**src/rtl/uart_prog_loader.sv**
```systemverilog
// ----------------------------------------------------------------------------
// uart_prog_loader
//
// Serial program loader for the minisys 32 CPU. An 8N1 UART receiver feeds a
// frame parser that assembles 32-bit little-endian words and writes them into
// instruction or data memory through a single-word write port. The CPU is
// held in reset for the whole duration of a load.
//
// Frame: 0x5A, target (0 = imem, 1 = dmem), length LSB, length MSB (N words),
//        4*N payload bytes (each word LSB first) [, checksum byte].
//
// Optional feature: define LOADER_CHECKSUM_EN to require a trailing XOR
// checksum byte over the payload. Without it the load completes right after
// the last word is written.
//
// Parameters:
//   CLK_FREQ    clock frequency in Hz
//   BAUD        UART bit rate (bit period = CLK_FREQ/BAUD clocks)
//   ADDR_WIDTH  word-address width of the memory write port
//
// Ports:
//   clk         system clock, rising edge
//   rst         asynchronous active-low reset
//   uart_rx     serial input, asynchronous, idle high
//   prog_we     one-cycle word write strobe
//   prog_sel    write target: 0 = instruction memory, 1 = data memory
//   prog_addr   word address of the current write
//   prog_wdata  word being written
//   cpu_hold    high while a load is in progress (drives CPU reset)
//   done        sticky: last load completed successfully
//   err         sticky: last load aborted
// ----------------------------------------------------------------------------
module uart_prog_loader #(
    parameter int CLK_FREQ   = 100000000,
    parameter int BAUD       = 115200,
    parameter int ADDR_WIDTH = 14
) (
    input  logic                  clk,
    input  logic                  rst,
    input  logic                  uart_rx,
    output logic                  prog_we,
    output logic                  prog_sel,
    output logic [ADDR_WIDTH-1:0] prog_addr,
    output logic [31:0]           prog_wdata,
    output logic                  cpu_hold,
    output logic                  done,
    output logic                  err
);

    localparam int DIV   = CLK_FREQ / BAUD;
    localparam int HALF  = DIV / 2;
    localparam int CNT_W = (DIV > 1) ? $clog2(DIV) : 1;
    localparam logic [CNT_W-1:0] CNT_FULL = CNT_W'(DIV - 1);
    localparam logic [CNT_W-1:0] CNT_HALF = CNT_W'((HALF > 0) ? (HALF - 1) : 0);

    // ------------------------------------------------------------------------
    // RX front end
    // ------------------------------------------------------------------------
    typedef enum logic [1:0] {
        RX_IDLE,
        RX_START,
        RX_DATA,
        RX_STOP
    } rx_state_t;

    rx_state_t        rx_state;
    rx_state_t        rx_next;
    logic             rx_meta;
    logic             rx_sync;
    logic             rx_prev;
    logic [CNT_W-1:0] rx_cnt;
    logic [2:0]       rx_bit;
    logic [7:0]       rx_shift;
    logic             rx_half_tick;
    logic             rx_bit_tick;
    logic             rx_stop_tick;

    logic             byte_valid;
    logic [7:0]       byte_data;
    logic             frame_err;

    // Two-flop synchronizer plus one extra stage for falling-edge detection.
    // All stages reset high so the idle line never looks like a start bit.
    always_ff @(posedge clk or negedge rst) begin
        if (!rst) begin
            rx_meta <= 1'b1;
            rx_sync <= 1'b1;
            rx_prev <= 1'b1;
        end else begin
            rx_meta <= uart_rx;
            rx_sync <= rx_meta;
            rx_prev <= rx_sync;
        end
    end

    always_ff @(posedge clk or negedge rst) begin
        if (!rst) begin
            rx_state <= RX_IDLE;
        end else begin
            rx_state <= rx_next;
        end
    end

    // A start bit that is high again at its midpoint is a glitch, not a byte.
    always_comb begin
        rx_next = rx_state;
        case (rx_state)
            RX_IDLE: begin
                if (rx_prev && !rx_sync) begin
                    rx_next = RX_START;
                end
            end
            RX_START: begin
                if (rx_half_tick) begin
                    rx_next = rx_sync ? RX_IDLE : RX_DATA;
                end
            end
            RX_DATA: begin
                if (rx_bit_tick && (rx_bit == 3'd7)) begin
                    rx_next = RX_STOP;
                end
            end
            RX_STOP: begin
                if (rx_stop_tick) begin
                    rx_next = RX_IDLE;
                end
            end
            default: rx_next = RX_IDLE;
        endcase
    end

    always_comb begin
        rx_half_tick = (rx_state == RX_START) && (rx_cnt == CNT_HALF);
        rx_bit_tick  = (rx_state == RX_DATA)  && (rx_cnt == CNT_FULL);
        rx_stop_tick = (rx_state == RX_STOP)  && (rx_cnt == CNT_FULL);
    end

    // The bit counter restarts at the start-bit midpoint, so every later
    // full-period wrap lands in the middle of a data or stop bit.
    always_ff @(posedge clk or negedge rst) begin
        if (!rst) begin
            rx_cnt     <= '0;
            rx_bit     <= 3'd0;
            rx_shift   <= 8'h00;
            byte_valid <= 1'b0;
            byte_data  <= 8'h00;
            frame_err  <= 1'b0;
        end else begin
            byte_valid <= 1'b0;
            frame_err  <= 1'b0;
            if (rx_state == RX_IDLE || rx_half_tick || rx_cnt == CNT_FULL) begin
                rx_cnt <= '0;
            end else begin
                rx_cnt <= rx_cnt + CNT_W'(1);
            end
            if (rx_state == RX_START) begin
                rx_bit <= 3'd0;
            end
            if (rx_bit_tick) begin
                rx_shift <= {rx_sync, rx_shift[7:1]};
                rx_bit   <= rx_bit + 3'd1;
            end
            if (rx_stop_tick) begin
                if (rx_sync) begin
                    byte_valid <= 1'b1;
                    byte_data  <= rx_shift;
                end else begin
                    frame_err <= 1'b1;
                end
            end
        end
    end

    // ------------------------------------------------------------------------
    // Frame parser
    // ------------------------------------------------------------------------
    typedef enum logic [2:0] {
        ST_IDLE,
        ST_TARGET,
        ST_LEN0,
        ST_LEN1,
        ST_DATA,
        ST_CSUM,
        ST_DONE,
        ST_ERR
    } state_t;

`ifdef LOADER_CHECKSUM_EN
    localparam state_t AFTER_PAYLOAD = ST_CSUM;
    logic [7:0] csum;
`else
    localparam state_t AFTER_PAYLOAD = ST_DONE;
`endif

    state_t      state;
    state_t      state_next;
    logic [7:0]  len_lo;
    logic [15:0] words_left;
    logic [1:0]  byte_idx;
    logic [23:0] word_buf;

    logic sync_hit;
    logic data_byte;
    logic word_complete;
    logic payload_end;
    logic len_zero;

    always_ff @(posedge clk or negedge rst) begin
        if (!rst) begin
            state <= ST_IDLE;
        end else begin
            state <= state_next;
        end
    end

    // A framing error anywhere inside a frame aborts it; in IDLE it is noise.
    // Payload completion is detected on the write cycle itself, so the exit
    // happens one cycle after the final prog_we.
    always_comb begin
        state_next = state;
        case (state)
            ST_IDLE: begin
                if (sync_hit) begin
                    state_next = ST_TARGET;
                end
            end
            ST_TARGET: begin
                if (frame_err) begin
                    state_next = ST_ERR;
                end else if (byte_valid) begin
                    state_next = (byte_data[7:1] == 7'd0) ? ST_LEN0 : ST_ERR;
                end
            end
            ST_LEN0: begin
                if (frame_err) begin
                    state_next = ST_ERR;
                end else if (byte_valid) begin
                    state_next = ST_LEN1;
                end
            end
            ST_LEN1: begin
                if (frame_err) begin
                    state_next = ST_ERR;
                end else if (byte_valid) begin
                    state_next = len_zero ? AFTER_PAYLOAD : ST_DATA;
                end
            end
            ST_DATA: begin
                if (frame_err) begin
                    state_next = ST_ERR;
                end else if (payload_end) begin
                    state_next = AFTER_PAYLOAD;
                end
            end
`ifdef LOADER_CHECKSUM_EN
            ST_CSUM: begin
                if (frame_err) begin
                    state_next = ST_ERR;
                end else if (byte_valid) begin
                    state_next = (byte_data == csum) ? ST_DONE : ST_ERR;
                end
            end
`endif
            ST_DONE: state_next = ST_IDLE;
            ST_ERR:  state_next = ST_IDLE;
            default: state_next = ST_IDLE;
        endcase
    end

    always_comb begin
        sync_hit      = (state == ST_IDLE) && byte_valid && (byte_data == 8'h5A);
        data_byte     = (state == ST_DATA) && byte_valid;
        word_complete = data_byte && (byte_idx == 2'd3);
        payload_end   = (state == ST_DATA) && prog_we && (words_left == 16'd0);
        len_zero      = ({byte_data, len_lo} == 16'd0);
    end

    // prog_addr advances the cycle after each strobe so address and data are
    // both stable while prog_we is high.
    always_ff @(posedge clk or negedge rst) begin
        if (!rst) begin
            prog_we    <= 1'b0;
            prog_sel   <= 1'b0;
            prog_addr  <= '0;
            prog_wdata <= 32'h0;
            cpu_hold   <= 1'b0;
            done       <= 1'b0;
            err        <= 1'b0;
            len_lo     <= 8'h00;
            words_left <= 16'd0;
            byte_idx   <= 2'd0;
            word_buf   <= 24'h0;
`ifdef LOADER_CHECKSUM_EN
            csum       <= 8'h00;
`endif
        end else begin
            prog_we <= 1'b0;
            if (prog_we) begin
                prog_addr <= prog_addr + ADDR_WIDTH'(1);
            end
            if (sync_hit) begin
                cpu_hold  <= 1'b1;
                done      <= 1'b0;
                err       <= 1'b0;
                prog_addr <= '0;
                byte_idx  <= 2'd0;
`ifdef LOADER_CHECKSUM_EN
                csum      <= 8'h00;
`endif
            end
            if (state == ST_TARGET && byte_valid && byte_data[7:1] == 7'd0) begin
                prog_sel <= byte_data[0];
            end
            if (state == ST_LEN0 && byte_valid) begin
                len_lo <= byte_data;
            end
            if (state == ST_LEN1 && byte_valid) begin
                words_left <= {byte_data, len_lo};
            end
            if (data_byte) begin
                byte_idx <= byte_idx + 2'd1;
`ifdef LOADER_CHECKSUM_EN
                csum     <= csum ^ byte_data;
`endif
                case (byte_idx)
                    2'd0:    word_buf[7:0]   <= byte_data;
                    2'd1:    word_buf[15:8]  <= byte_data;
                    2'd2:    word_buf[23:16] <= byte_data;
                    default: word_buf        <= word_buf;
                endcase
            end
            if (word_complete) begin
                prog_wdata <= {byte_data, word_buf};
                prog_we    <= 1'b1;
                words_left <= words_left - 16'd1;
            end
            if (state == ST_DONE) begin
                done     <= 1'b1;
                cpu_hold <= 1'b0;
            end
            if (state == ST_ERR) begin
                err      <= 1'b1;
                cpu_hold <= 1'b0;
            end
        end
    end

endmodule

```
**config.mk**
```make
export PLATFORM = sky130hd
export DESIGN_NAME = uart_prog_loader
export DESIGN_NICKNAME = d
export VERILOG_FILES = /design/src/rtl/uart_prog_loader.sv
export SDC_FILE = /design/constraint.sdc
export NUM_CORES = 1
export LEC_CHECK = 0
export ABC_AREA = 1
export ABC_CLOCK_PERIOD_IN_PS = 2300
export CAP_MARGIN = 40
export CORE_ASPECT_RATIO = 0.9
export CORE_MARGIN = 1.5
export CORE_UTILIZATION = 40
export CTS_CLUSTER_SIZE = 12
export DETAILED_ROUTE_END_ITERATION = 6
export SLEW_MARGIN = 30
export SYNTH_ARGS = -nofsm -noshare
export SYNTH_HDL_FRONTEND = slang
export SYNTH_SLANG_ARGS = --single-unit
```
**constraint.sdc**
```tcl
create_clock -name clk -period 2.3 [get_ports clk]
set_clock_uncertainty 0.2 [all_clocks]
set_input_delay 0.69 -clock clk [delete_from_list [all_inputs] [get_ports clk]]
set_output_delay 0.69 -clock clk [all_outputs]
set_load 0.005 [all_outputs]
```
==> metrics.txt, run 1 <==
max-slew violations 0; Filler cells 1530; Hold Fails Final Rpt 0; DP HPWL 10900 microns; Worst EP arrival 1.36 ns; most common cell after layout, fill and taps aside nand2_1; Worst Max-Slew Pin Slew 0.587 ns; # setup viols final 0; ANT nets after route 0; H-tree lvl count 4; synthesized instance count 821; CP max stage cell clkdlybuf4s50_1; FF-to-FF Start state[1]; Rows 44; Place WS 0.381 ns; area grow syn2layout 22.7%; final worst-path cycle share 0.978; later-pin clock latency in the skew report 0.43 ns; top post-synthesis cells by area dfrtp_1, nand2_1, o21ai_0; origin of the worst setup path prog_addr[4]; synthesized area per cell 8.12 sq um; layout cell share with drive strength beyond 1 0.0951; TritonCTS buffer count 17; Clock Pin Slew Worst Setup and Hold Paths 0.06 ns; chip height 125 microns; global-route wire length before repair 25800 microns; 1st-pass router iterations 7; TNS Setup 0 ns; Clk pwr share 0.471; Post-Route WL 15200 microns; Cells after DPL 1080; Seq/Total Area, Yosys 0.526; Crit Path Class register to primary output; DRC viols 8; share of power burned in registers 0.469; Final Wtd Congestion 0.854; largest net degree at the start of global routing 44; fin nets 916; max capacitance violation total 0; mean routed wirelength per cell 13.5 microns; CTS tree built; Ports 54; total inserted antenna cells 0; crit-path cells clkdlybuf4s50_1; f_max 445 MHz; Internal 0.00403 W; Die ar. 17400 sq um; Min Clock Period, post-route 2.25 ns; critical path launch point type register; delay-heaviest family, CP buffers and inverters; GR Overflow Total 0; vias after detailed routing 5464; Max transition margin 0.608; Buffers on Ports 53; Clock Sinks 140; Logic pwr share 0.060; setup slack after layout 0.0514 ns; failing checks design-rule violations; via-per-instance ratio 4.87; Worst Path Buf+Inv 1; Yosys top cell by area dfrtp_1; Starting Density 0.410; Hold Crit Class register to register; Cell Pwr Density 673 nW/um^2; unrepaired setup endpoints after global routing false; switch share 0.267; Switch Pwr 0.00147 W; Worst path max stage delay 0.52 ns; Finished Layout Cells 1122; Synth Warn # 0; syn nets 835; vias in the first global route 5207; Critical Path Fanout Max 4; CP endpoint kind primary output; clock buffer depth 2; number of synthesized register bits 140; hold path start rx_meta; P_leak 4.03 nW; most frequent cells in the layout nand2_1, dfrtp_1, inv_1; DRT iter0 DRCs 309; Root Driver clkbuf_16; Yosys top cell area share 0.515; worst vdd ir 0.000512 V; Die Wd 139 microns; worst path required time 1.41 ns; number of library cell types mapped by synthesis 36; Main synth FF type dfrtp_1; Post-synth EDFFs 0; asr flop ratio synth 1.00; antenna violations before repair 0; Tot GR Track Use 0.187; outcome finished, violations left; Cell Area, Synth 6660 sq um; Core Region 16200 sq um
flip-flops by register name, indices dropped and copies added (netlist names), named ones only:
signal      cells
byte_data       8
byte_idx        2
byte_valid      1
cpu_hold        1
done            1
err             1
frame_err       1
len_lo          8
prog_addr      14
prog_sel        1
prog_wdata     32
prog_we         1
rx_bit          3
rx_cnt         10
rx_meta         1
rx_prev         1
rx_shift        8
rx_state        1
rx_sync         1
state           3
word_buf       24
words_left     16
area by class of cell:
| class | instances | area, sq um | area share |
|---|---|---|---|
| sequential | 140 | 3510 | 0.429 |
| multi-input combinational | 563 | 2670 | 0.326 |
| tap | 207 | 259 | 0.0317 |
| timing repair buffer | 83 | 820 | 0.100 |
| clock buffer | 17 | 425 | 0.0520 |
| inverter | 97 | 364 | 0.0445 |
| clock inverter | 15 | 129 | 0.0158 |
Yosys cell counts, drive strengths merged, types with 2 or more instances:
master  number
nand3b       4
o211ai       3
nand4       16
inv         97
o21bai       2
dfstp        3
nand2      253
nand3       48
xor2        10
clkbuf       2
a21oi       10
buf         19
nor2        82
dfrtp      137
o21ai       94
o21a         7
nor3        17
ha          11
final timing paths:
path | endpoint | slack [ns] | cells past startpoint
worst max-delay path | prog_addr[4] | 0.05 | 1
worst min register to register | rx_sync | 0.16 | 0
worst max register to register | prog_wdata[11] | 0.37 | 8
max in group asynchronous | rx_meta | 0.76 | 3
worst min-delay path | rx_sync | 0.16 | 0
min in group asynchronous | word_buf[5] | 0.54 | 2
logic make-up after synthesis:
kind of cell / after synthesis / share of synthesized area
AOI/OAI and AO/OA: 119 / 0.0986
xor gates and xnor gates: 11 / 0.0145
adders and majority gates: 11 / 0.0207
buffers and inverters: 118 / 0.0731
DFF: 140 / 0.526
and+or+nand+nor: 422 / 0.267
power by group through the flow:
stage / Combinational [W] / Sequential, W / Clock [W]
floorplan: 0.000217 / 0.00261 / 0
global placement: 0.000333 / 0.00263 / 0
detailed placement: 0.000334 / 0.00262 / 0
CTS: 0.000338 / 0.00258 / 0.00265
global route: 0.000386 / 0.00259 / 0.00276
finish: 0.000331 / 0.00258 / 0.00259
what timing repair did:
action / in CTS / in global routing
hold buffers: 1 / 0
buffers inserted: 1 / 8
resized for setup: 2 / 5
setup endpoints to repair: 3 / 8
endpoints found under the hold margin: 33 / 0
pin swaps: 0 / 0
layer usage:
metal  routed length (microns)  track usage
met3                       631       0.0433
met4                       272       0.0695
met2                      6830        0.288
met1                      7470        0.260
met5                         0            0
through the flow:
step / power, W / utilization / instance area, sq um / hold slack, ns
finish: 0.00550 / 0.503 / 8180 / 0.159
global route: 0.00573 / 0.503 / 8180 / 0.165
CTS: 0.00556 / 0.499 / 8110 / 0.161
detailed placement: 0.00296 / 0.464 / 7530 / 0.152
global placement: 0.00296 / 0.464 / 7530 / 0.146
floorplan: 0.00283 / - / 6660 / 0.145
Note: power is estimated with default switching activity, not from simulation.
==> run 2: changes to the inputs <==
- CORE_ASPECT_RATIO: 0.9 -> unset
==> run 2 against run 1 <==
Net effect: the flow now finishes without violations; clock-buffer cell count is 1 higher; worst setup slack worse by 0.0051 ns; global-route usage is essentially flat; hold slack got worse by 0.0025 ns; register-to-register slack is essentially flat; final cell count up 0.53%; first-iteration DRC count is 4.2% higher; sequential cell count unchanged; wire length rose by 2.1%; sequential power about the same; critical path type unchanged; largest cell class unchanged.
==> metrics.txt, run 2 (synthesis results as in run 1) <==
outcome finished clean; DRT iter0 DRCs 322; worst reg2reg setup slack 0.36 ns; FF-to-FF Start rx_cnt[0]; Clk pwr share 0.483; layout cell share with drive strength beyond 1 0.0903; Buffers on Ports 53; Worst Path Buf+Inv 1; Root Driver clkbuf_16; Final Wtd Congestion 0.843; area grow syn2layout 22.2%; DP Area 7510 sq um; share of power burned in registers 0.459; fin nets 909; H-tree lvl count 4; Rows 47; Biggest register prog_wdata; Critical Path Fanout Max 4; # setup viols final 0; Starting Density 0.406; DRC viols 0; TritonCTS buffer count 17; clock buffer depth 2; later-pin clock latency in the skew report 0.42 ns; vias after detailed routing 5402; post-route cell area 8140 sq um; largest net degree at the start of global routing 56; 1st-pass router iterations 5; Hold Crit Class register to register; Worst path max stage delay 0.52 ns; most common cell after layout, fill and taps aside nand2_1; Post-Route WL 15500 microns; worst vdd ir 0.000537 V; RR Endpoint byte_data[7]; most frequent cells in the layout nand2_1, dfrtp_1, inv_1; Logic pwr share 0.059; CP endpoint kind primary output; Crit Path Class register to primary output; Hold Fails Final Rpt 0; CP max stage cell clkdlybuf4s50_1; crit-path cells clkdlybuf4s50_1; via-per-instance ratio 4.79; Worst EP arrival 1.36 ns; unrepaired setup endpoints after global routing false; Tot GR Track Use 0.188; critical path launch point type register; Hold EP rx_sync; Largest register FFs 32; hold-critical path depth 0; Die Wd 132 microns; Min Clock Period, post-route 2.25 ns; Cell Pwr Density 693 nW/um^2; vias in the first global route 5103; TNS Setup 0 ns; Clock Pin Slew Worst Setup and Hold Paths 0.06 ns; Worst Max-Slew Pin Slew 0.528 ns; Internal 0.00424 W; f_max 444 MHz; total inserted antenna cells 0; hold path start rx_meta; Max transition margin 0.647; chip height 132 microns; max capacitance violation total 0; Ports 54; Clock Sinks 140; final worst-path cycle share 0.980; worst path required time 1.41 ns; Switch Pwr 0.00141 W; Die ar. 17400 sq um; P_leak 3.92 nW; GR Overflow Total 0; CTS tree built; R2R cell count 6; switch share 0.249; Core Region 16400 sq um; mean routed wirelength per cell 13.8 microns; ANT nets after route 0; max-slew violations 0; global-route wire length before repair 25800 microns; DP HPWL 11000 microns; antenna violations before repair 0; delay-heaviest family, CP buffers and inverters; top flop regs prog_wdata x32, word_buf x24, words_left x16
## run 2: cell count changes in the layout (fill, tap and decap cells not counted), sizes merged
cell and change:
clkinv +1, buf -7, clkbuf +1, clkdlybuf4s50 +4, clkinvlp -1, dlymetal6s2s -4
inv -3, bufinv +2
## run 2: through the flow
step | setup slack (ns) | utilization | total power [W] | std cells | hold WS, ns
floorplan | 0.510 | - | 0.00283 | 821 | 0.145
global placement | 0.417 | 0.458 | 0.00296 | 1092 | 0.147
detailed placement | 0.374 | 0.458 | 0.00296 | 1092 | 0.148
CTS | 0.00130 | 0.494 | 0.00571 | 1125 | 0.158
global route | 0.0103 | 0.496 | 0.00588 | 1128 | 0.163
finish | 0.0463 | 0.496 | 0.00564 | 1128 | 0.157
## run 2: layout make-up
type / instances / area, sq um
Fill cell: 1534 / 8270
Sequential cell: 140 / 3510
Multi-Input combinational cell: 563 / 2670
Timing Repair Buffer: 76 / 732
Clock buffer: 18 / 429
Inverter: 97 / 364
Tap cell: 220 / 275
Clock inverter: 14 / 158
## run 2: per-layer routing
layer,vias up,global-route usage,wire (microns)
li1,2767,-,-
met1,2511,0.250,7330
met2,106,0.299,7270
met3,18,0.0504,681
met4,0,0.0586,235
met5,-,0,0
## run 2: worst max-delay path by stage
stage | to | startpoint | depth (start not counted) | slack [ns]
2_1_floorplan | words_left[8] | words_left[0] | 9 | 0.51
3_3_place_gp | byte_data[1] | rx_cnt[0] | 6 | 0.42
3_5_place_dp | words_left[12] | state[0] | 8 | 0.37
4_1_cts | prog_addr[6] | prog_addr[6] | 1 | 0.001
5_1_grt | prog_addr[9] | prog_addr[9] | 1 | 0.01
6_report | prog_addr[9] | prog_addr[9] | 1 | 0.05
## run 2: timing repair
item	CTS	global route
resized for setup	1	5
pin swaps	0	0
hold endpoints to repair	28	0
setup endpoints to repair	1	7
hold buffers	1	0
buffers inserted	0	3
## run 2: power groups by stage
stage          Sequential [W]  Clock [W]  Combinational [W]
2_1_floorplan         0.00261          0           0.000217
3_3_place_gp          0.00263          0           0.000330
6_report              0.00259    0.00272           0.000330
4_1_cts               0.00258    0.00279           0.000337
5_1_grt               0.00259    0.00289           0.000392
3_5_place_dp          0.00263          0           0.000331
